## src/rtl/aiv_sync_decoder_pkg.sv

```systemverilog
// Shared thresholds, pulse-class codes and lock-state codes for the AIV composite sync decoder.
// Default thresholds assume sysClk = 81 MHz (6x pixel clock) and PAL 625/50 timing.
package aiv_sync_decoder_pkg;

  localparam int DEF_GLITCH_CYCLES = 4;
  localparam int DEF_EQ_MAX        = 285;
  localparam int DEF_HS_MAX        = 810;
  localparam int DEF_HALF_MAX      = 3888;
  localparam int DEF_LINES_MIN     = 300;
  localparam int DEF_LINES_MAX     = 320;
  localparam int DEF_TIMEOUT       = 10368;

  localparam int CNT_W  = 14;
  localparam int LINE_W = 10;

  typedef enum logic [1:0] {
    CLS_NONE  = 2'd0,
    CLS_EQ    = 2'd1,
    CLS_HS    = 2'd2,
    CLS_BROAD = 2'd3
  } pulse_cls_e;

  typedef enum logic {
    LOCK_SEARCH = 1'b0,
    LOCK_LOCKED = 1'b1
  } lock_state_e;

  function automatic pulse_cls_e classify_pulse(input logic [CNT_W-1:0] width,
                                                input logic [CNT_W-1:0] eq_max,
                                                input logic [CNT_W-1:0] hs_max);
    pulse_cls_e cls;
    if (width < eq_max)      cls = CLS_EQ;
    else if (width < hs_max) cls = CLS_HS;
    else                     cls = CLS_BROAD;
    return cls;
  endfunction

endpackage

```

## src/rtl/aiv_sync_decoder_glitch_filter.sv

```systemverilog
// Two-flop synchroniser plus stability filter; level_o follows async_i once it has held a new
// value for GLITCH_CYCLES cycles, giving 2+GLITCH_CYCLES cycles of edge latency.
module sync_glitch_filter #(
  parameter int   GLITCH_CYCLES = 4,
  parameter logic RESET_LEVEL   = 1'b1
) (
  input  logic clk_i,
  input  logic rst_ni,
  input  logic async_i,
  output logic level_o
);

  localparam int CW = (GLITCH_CYCLES > 1) ? $clog2(GLITCH_CYCLES) : 1;
  localparam logic [CW-1:0] LAST = CW'(GLITCH_CYCLES - 1);

  logic [1:0]    sync_q;
  logic          level_q;
  logic [CW-1:0] cnt_q;

  always_ff @(posedge clk_i or negedge rst_ni) begin
    if (!rst_ni) begin
      sync_q  <= {2{RESET_LEVEL}};
      level_q <= RESET_LEVEL;
      cnt_q   <= '0;
    end else begin
      sync_q <= {sync_q[0], async_i};
      if (sync_q[1] != level_q) begin
        if (cnt_q == LAST) begin
          level_q <= sync_q[1];
          cnt_q   <= '0;
        end else begin
          cnt_q <= cnt_q + CW'(1);
        end
      end else begin
        cnt_q <= '0;
      end
    end
  end

  assign level_o = level_q;

endmodule

```

## src/rtl/aiv_sync_decoder.sv

```systemverilog
// Composite-sync decoder: classifies filtered low pulses into EQ/HS/BROAD and derives hsync/vsync
// strobes, field identity, line counts and lock; strobes appear one cycle after the filtered rising edge.
module aiv_sync_decoder
  import aiv_sync_decoder_pkg::*;
#(
  parameter int GLITCH_CYCLES = DEF_GLITCH_CYCLES,
  parameter int EQ_MAX        = DEF_EQ_MAX,
  parameter int HS_MAX        = DEF_HS_MAX,
  parameter int HALF_MAX      = DEF_HALF_MAX,
  parameter int LINES_MIN     = DEF_LINES_MIN,
  parameter int LINES_MAX     = DEF_LINES_MAX,
  parameter int TIMEOUT       = DEF_TIMEOUT
) (
  input  logic              sysClk,
  input  logic              nReset,
  input  logic              csync_in,
  output logic              hsync_pulse,
  output logic              vsync_pulse,
  output logic              field,
  output logic [LINE_W-1:0] lineNumber,
  output logic [LINE_W-1:0] frameLines,
  output logic              locked
);

  localparam logic [CNT_W-1:0] CNT_SAT = '1;

  logic              filt_lvl;
  logic              prev_q;
  logic              fall, rise, timeout, lines_ok;
  logic [CNT_W-1:0]  width_q, width_d;
  logic [CNT_W-1:0]  period_q, period_d;
  pulse_cls_e        cls;
  logic              hs_pending_q, hs_full_q;
  logic [2:0]        broad_cnt_q;
  logic [1:0]        lock_cnt_q;
  lock_state_e       state_q;
  logic              hsync_q, vsync_q, field_q;
  logic [LINE_W-1:0] line_q, frame_q;

  sync_glitch_filter #(
    .GLITCH_CYCLES(GLITCH_CYCLES),
    .RESET_LEVEL  (1'b1)
  ) u_filt (
    .clk_i  (sysClk),
    .rst_ni (nReset),
    .async_i(csync_in),
    .level_o(filt_lvl)
  );

  always_comb begin
    fall = prev_q & ~filt_lvl;
    rise = ~prev_q & filt_lvl;

    width_d = width_q;
    if (fall)                               width_d = CNT_W'(1);
    else if (!filt_lvl && width_q != CNT_SAT) width_d = width_q + CNT_W'(1);

    period_d = period_q;
    if (fall)                      period_d = '0;
    else if (period_q != CNT_SAT)  period_d = period_q + CNT_W'(1);

    cls      = rise ? classify_pulse(width_q, CNT_W'(EQ_MAX), CNT_W'(HS_MAX)) : CLS_NONE;
    // A falling edge restarts the period, so it always beats a coincident timeout.
    timeout  = !fall && (period_q == CNT_W'(TIMEOUT));
    lines_ok = (line_q >= LINE_W'(LINES_MIN)) && (line_q <= LINE_W'(LINES_MAX));
  end

  always_ff @(posedge sysClk or negedge nReset) begin
    if (!nReset) begin
      prev_q       <= 1'b1;
      width_q      <= '0;
      period_q     <= '0;
      hs_pending_q <= 1'b0;
      hs_full_q    <= 1'b0;
      broad_cnt_q  <= '0;
      lock_cnt_q   <= '0;
      state_q      <= LOCK_SEARCH;
      hsync_q      <= 1'b0;
      vsync_q      <= 1'b0;
      field_q      <= 1'b0;
      line_q       <= '0;
      frame_q      <= '0;
    end else begin
      prev_q   <= filt_lvl;
      width_q  <= width_d;
      period_q <= period_d;
      hsync_q  <= 1'b0;
      vsync_q  <= 1'b0;

      // period_q holds interval-1 at a falling edge.
      if (fall && hs_pending_q) begin
        hs_full_q    <= (period_q >= CNT_W'(HALF_MAX - 1));
        hs_pending_q <= 1'b0;
      end

      if (timeout) begin
        state_q     <= LOCK_SEARCH;
        lock_cnt_q  <= '0;
        line_q      <= '0;
        broad_cnt_q <= '0;
      end else begin
        case (cls)
          CLS_HS: begin
            hsync_q      <= 1'b1;
            hs_pending_q <= 1'b1;
            broad_cnt_q  <= '0;
            if (line_q != '1) line_q <= line_q + LINE_W'(1);
          end
          CLS_BROAD: begin
            if (broad_cnt_q != 3'd7) broad_cnt_q <= broad_cnt_q + 3'd1;
            if (broad_cnt_q == 3'd2) begin
              vsync_q <= 1'b1;
              field_q <= hs_full_q;
              frame_q <= line_q;
              line_q  <= '0;
              if (lines_ok) begin
                lock_cnt_q <= (lock_cnt_q == 2'd2) ? 2'd2 : lock_cnt_q + 2'd1;
                if (lock_cnt_q != 2'd0) state_q <= LOCK_LOCKED;
              end else begin
                lock_cnt_q <= '0;
                state_q    <= LOCK_SEARCH;
              end
            end
          end
          default: ;
        endcase
      end
    end
  end

  assign hsync_pulse = hsync_q;
  assign vsync_pulse = vsync_q;
  assign field       = field_q;
  assign lineNumber  = line_q;
  assign frameLines  = frame_q;
  assign locked      = (state_q == LOCK_LOCKED);

endmodule

```

## config.mk

```make
export PLATFORM = sky130hd
export DESIGN_NAME = aiv_sync_decoder
export DESIGN_NICKNAME = d
export VERILOG_FILES = /design/src/rtl/aiv_sync_decoder_pkg.sv /design/src/rtl/aiv_sync_decoder_glitch_filter.sv /design/src/rtl/aiv_sync_decoder.sv
export SDC_FILE = /design/constraint.sdc
export NUM_CORES = 1
export LEC_CHECK = 0
export ABC_AREA = 1
export CAP_MARGIN = 0
export CELL_PAD_IN_SITES_DETAIL_PLACEMENT = 1
export CELL_PAD_IN_SITES_GLOBAL_PLACEMENT = 1
export CORE_MARGIN = 1.5
export CORE_UTILIZATION = 47
export DETAILED_ROUTE_END_ITERATION = 16
export PLACE_DENSITY = 0.9
export RECOVER_POWER = 25
export SETUP_SLACK_MARGIN = 0.5
export SLEW_MARGIN = 20
export SYNTH_ARGS = -nofsm -noshare
export SYNTH_HDL_FRONTEND = slang
export SYNTH_HIERARCHICAL = 1
export SYNTH_SLANG_ARGS = --single-unit
export TNS_END_PERCENT = 20
```

## constraint.sdc

```tcl
create_clock -name sysClk -period 3.8 [get_ports sysClk]
set_input_delay 0.76 -clock sysClk [delete_from_list [all_inputs] [get_ports sysClk]]
set_output_delay 0.76 -clock sysClk [all_outputs]
set_load 0.05 [all_outputs]
```

==> results.yml <==
pwr:
  power-per-cell-area_nw_per_um2: 424
  power_mw: 1.83
  vdd_ir_drop_max_uv: 296
  p_leak_nw: 2.06
timing:
  final.setup_skew_ns: 0.0152
  finalSetupTns_ns: 0
  rsz0062_at_grt: "no"
  hold_vio_cnt_final: 0
  timing.final.max_slew_violations: 34
  fin_crit_sh: 0.658
  slew_headroom: -0.266
  finalSetupViolations: 0
  min_period_ns: 2.50
  worst_pin_slew_ns: 1.90
  fmax_mhz: 400
floorplanning:
  placement_rows: 32
  floorplan.die.height_um: 92.9
  starting_density: 0.489
  die_w_um: 92.9
  floorplan.die_area_um2: 8630
  core_area_um2: 7770
  io-pin-count: 27
drt:
  dr_total_vias: 3424
  detail_route.first_pass.iterations: 4
  antenna_violating_nets_post_route: 0
  detail_route.drc_violations: 0
  wl_per_cell_um: 16.5
  drt_iter0_markers: 117
  postRouteWirelength_um: 10400
  drt-vias-per-instance: 5.43
critical_path:
  worst_setup_path_end_kind: "output pin"
  critical_path_buf_inv_count: 1
  cp_top_delay_family: "buffers and inverters"
  slowest_stage: "clkdlybuf4s50_1"
  cp.required_ns: 3.04
  crit_chain: "clkdlybuf4s50_1"
  critical_path_class: "register to output pin"
  critPathArrivalTime_ns: 1.74
  worst-path-max-fanout: 8
  timing.critical_path.slowest_cell_delay_ns: 0.87
  worstSetupStartpointType: "register"
clock_network:
  h-tree-depth: 3
  numClockSinks: 65
  clock_tree_from_tritoncts: "built"
  clk_path_buf_depth: 2
  post_cts_buffers: 0
  root_buffer: "clkbuf_8"
  cts.hold.buffers_added: 0
  worstSkewPairLatency_ns: 0.35
  number_of_cts_inserted_buffers: 9
  cts_repair_resize_count: 0
  clk_pin_slew_ns: 0.07
yosys:
  synth_async_sr_flop_share: 1.00
  synthesis.area_um2: 3800
  synthesis.yosys.warnings: 6
  synthesis.instances: 494
  synth-edff-count: 0
  yosysUniqueCellTypes: 39
  syn-num-nets: 508
  synthFlopType: "dfrtp_1"
  postSynthAreaPerCell_um2: 7.69
  synth.yosys.seq_area_share: 0.429
  synth-seq-cells: 65
grt:
  grt_first_pass_wirelength_um: 17800
  antenna_found_initial: 0
  grt_busiest_layer: "met2"
  grt_remaining_overflow: 0
  grt_start_max_net_pins: 34
  via_count_of_the_first_global_routing_pass: 3690
  met1_usage: 0.331
  grt_util_met3: 0.0443
  globalRouteTotalUtil: 0.263
  grt.met2_usage: 0.448
flow_run:
  maxCapViolations: 1
place:
  place.gp.congestion: 0.927
  placement.io_buffers: 26
  dp.final_hpwl_um: 7400
final_layout:
  final_cell_mix: "nand2_1, dfrtp_1, nor2_1, inv_1, nand3_1"
  antenna_cells_inserted: 0
  fillCellCount: 998
  nets: 538
  area_growth_pct: 13.8
  commonest_non_fill_non_tap_cell_in_the_layout: "nand2_1"
  layout-drive-gt1-share: 0.112
status:
  run_status: "complete, but fails checks"
  violations: "max-capacitance violations, max-slew violations"
hold_path:
  min_path_type: "register to register"
synth_stat cells (2+ instances only):
cell,count,share of area
xor2_1,14,0.032
inv_1,58,0.057
nand3_1,39,0.051
dfstp_2,4,0.028
nand2_2,9,0.015
clkbuf_1,2,0.0020
nor4_1,2,0.0033
inv_2,9,0.0089
nand2_1,125,0.12
nand4_1,9,0.015
a31oi_1,4,0.0066
nor3_1,12,0.016
ha_1,11,0.036
buf_4,2,0.0040
o31ai_1,3,0.0059
nand3_2,5,0.013
nor2_4,2,0.0059
buf_6,3,0.0089
dfrtp_1,61,0.40
o21ai_0,23,0.030
o21ai_2,10,0.023
nor2_1,60,0.059
clkinv_1,2,0.0020
a21oi_1,10,0.013
cells by family (layout without fill, tap and decap cells):
kind of cell               Yosys count  after routing  share of synthesized area
adders and majority gates           11             11                     0.0362
and+or+nand+nor                    272            272                      0.329
buffers and inverters               77            111                     0.0843
xor gates and xnor gates            15             15                     0.0346
AOI/OAI and AO/OA                   54             54                     0.0866
DFF                                 65             65                      0.429
layer usage:
metal  share of wire  vias to the layer above  wire (um)
met1            0.45                     1696       4670
met2            0.49                       64       5130
met3           0.030                       26        312
met4           0.025                        0        264
li1                -                     1638          -
met5               0                        -          0
worst reg2reg max path, delay by kind of cell, from the launching register on:
kind	cells	cell delay, ns
buffers and inverters	2	0.26
DFF	1	0.60
and+or+nand+nor	9	1.40
state kept, by name, indices dropped and copies added (netlist names), 2 cells and up:
| register | cells |
|---|---|
| u_filt/sync_q | 2 |
| u_filt/cnt_q | 2 |
| width_q | 14 |
| period_q | 14 |
| frameLines | 10 |
| lock_cnt_q | 2 |
| lineNumber | 10 |
| broad_cnt_q | 3 |
metrics by stage:
stage | hold slack [ns] | std cells | utilization | cell area (um^2) | setup slack (ns)
6_report | 0.356 | 630 | 0.557 | 4320 | 1.30
5_1_grt | 0.364 | 630 | 0.557 | 4320 | 1.18
4_1_cts | 0.358 | 630 | 0.557 | 4320 | 1.30
3_5_place_dp | 0.347 | 615 | 0.532 | 4130 | 1.50
3_3_place_gp | 0.347 | 615 | 0.532 | 4130 | 1.66
2_1_floorplan | 0.345 | 494 | - | 3800 | 1.84
final cells by class:
type / instances / area, um^2 / area share
repair buffers: 27 / 262 / 0.0605
clock inverters: 3 / 40.0 / 0.00926
clock buffers: 12 / 155 / 0.0359
well taps: 102 / 128 / 0.0295
flip-flops and latches: 65 / 1630 / 0.377
inverters: 69 / 259 / 0.0599
multi-input cells: 352 / 1850 / 0.427
report_power, final:
part	internal [mW]	total, mW	leakage [nW]	switching (mW)
logic	0.110	0.399	1.08	0.289
clock network	0.333	0.604	0.102	0.270
registers	0.765	0.832	0.880	0.0664
path summary, 6_finish.rpt:
check,from,to,slack (ns),cells after the start
min reg2reg,u_filt/sync_q[0],u_filt/sync_q[1],0.36,0
min in group asynchronous,nReset,period_q[3],0.91,1
min,u_filt/sync_q[0],u_filt/sync_q[1],0.36,0
max,lineNumber[5],lineNumber[5],1.30,1
max reg2reg,u_filt/level_o,lineNumber[7],1.43,11
max in group asynchronous,nReset,frameLines[4],1.57,2
(Power assumes the default switching activity.)
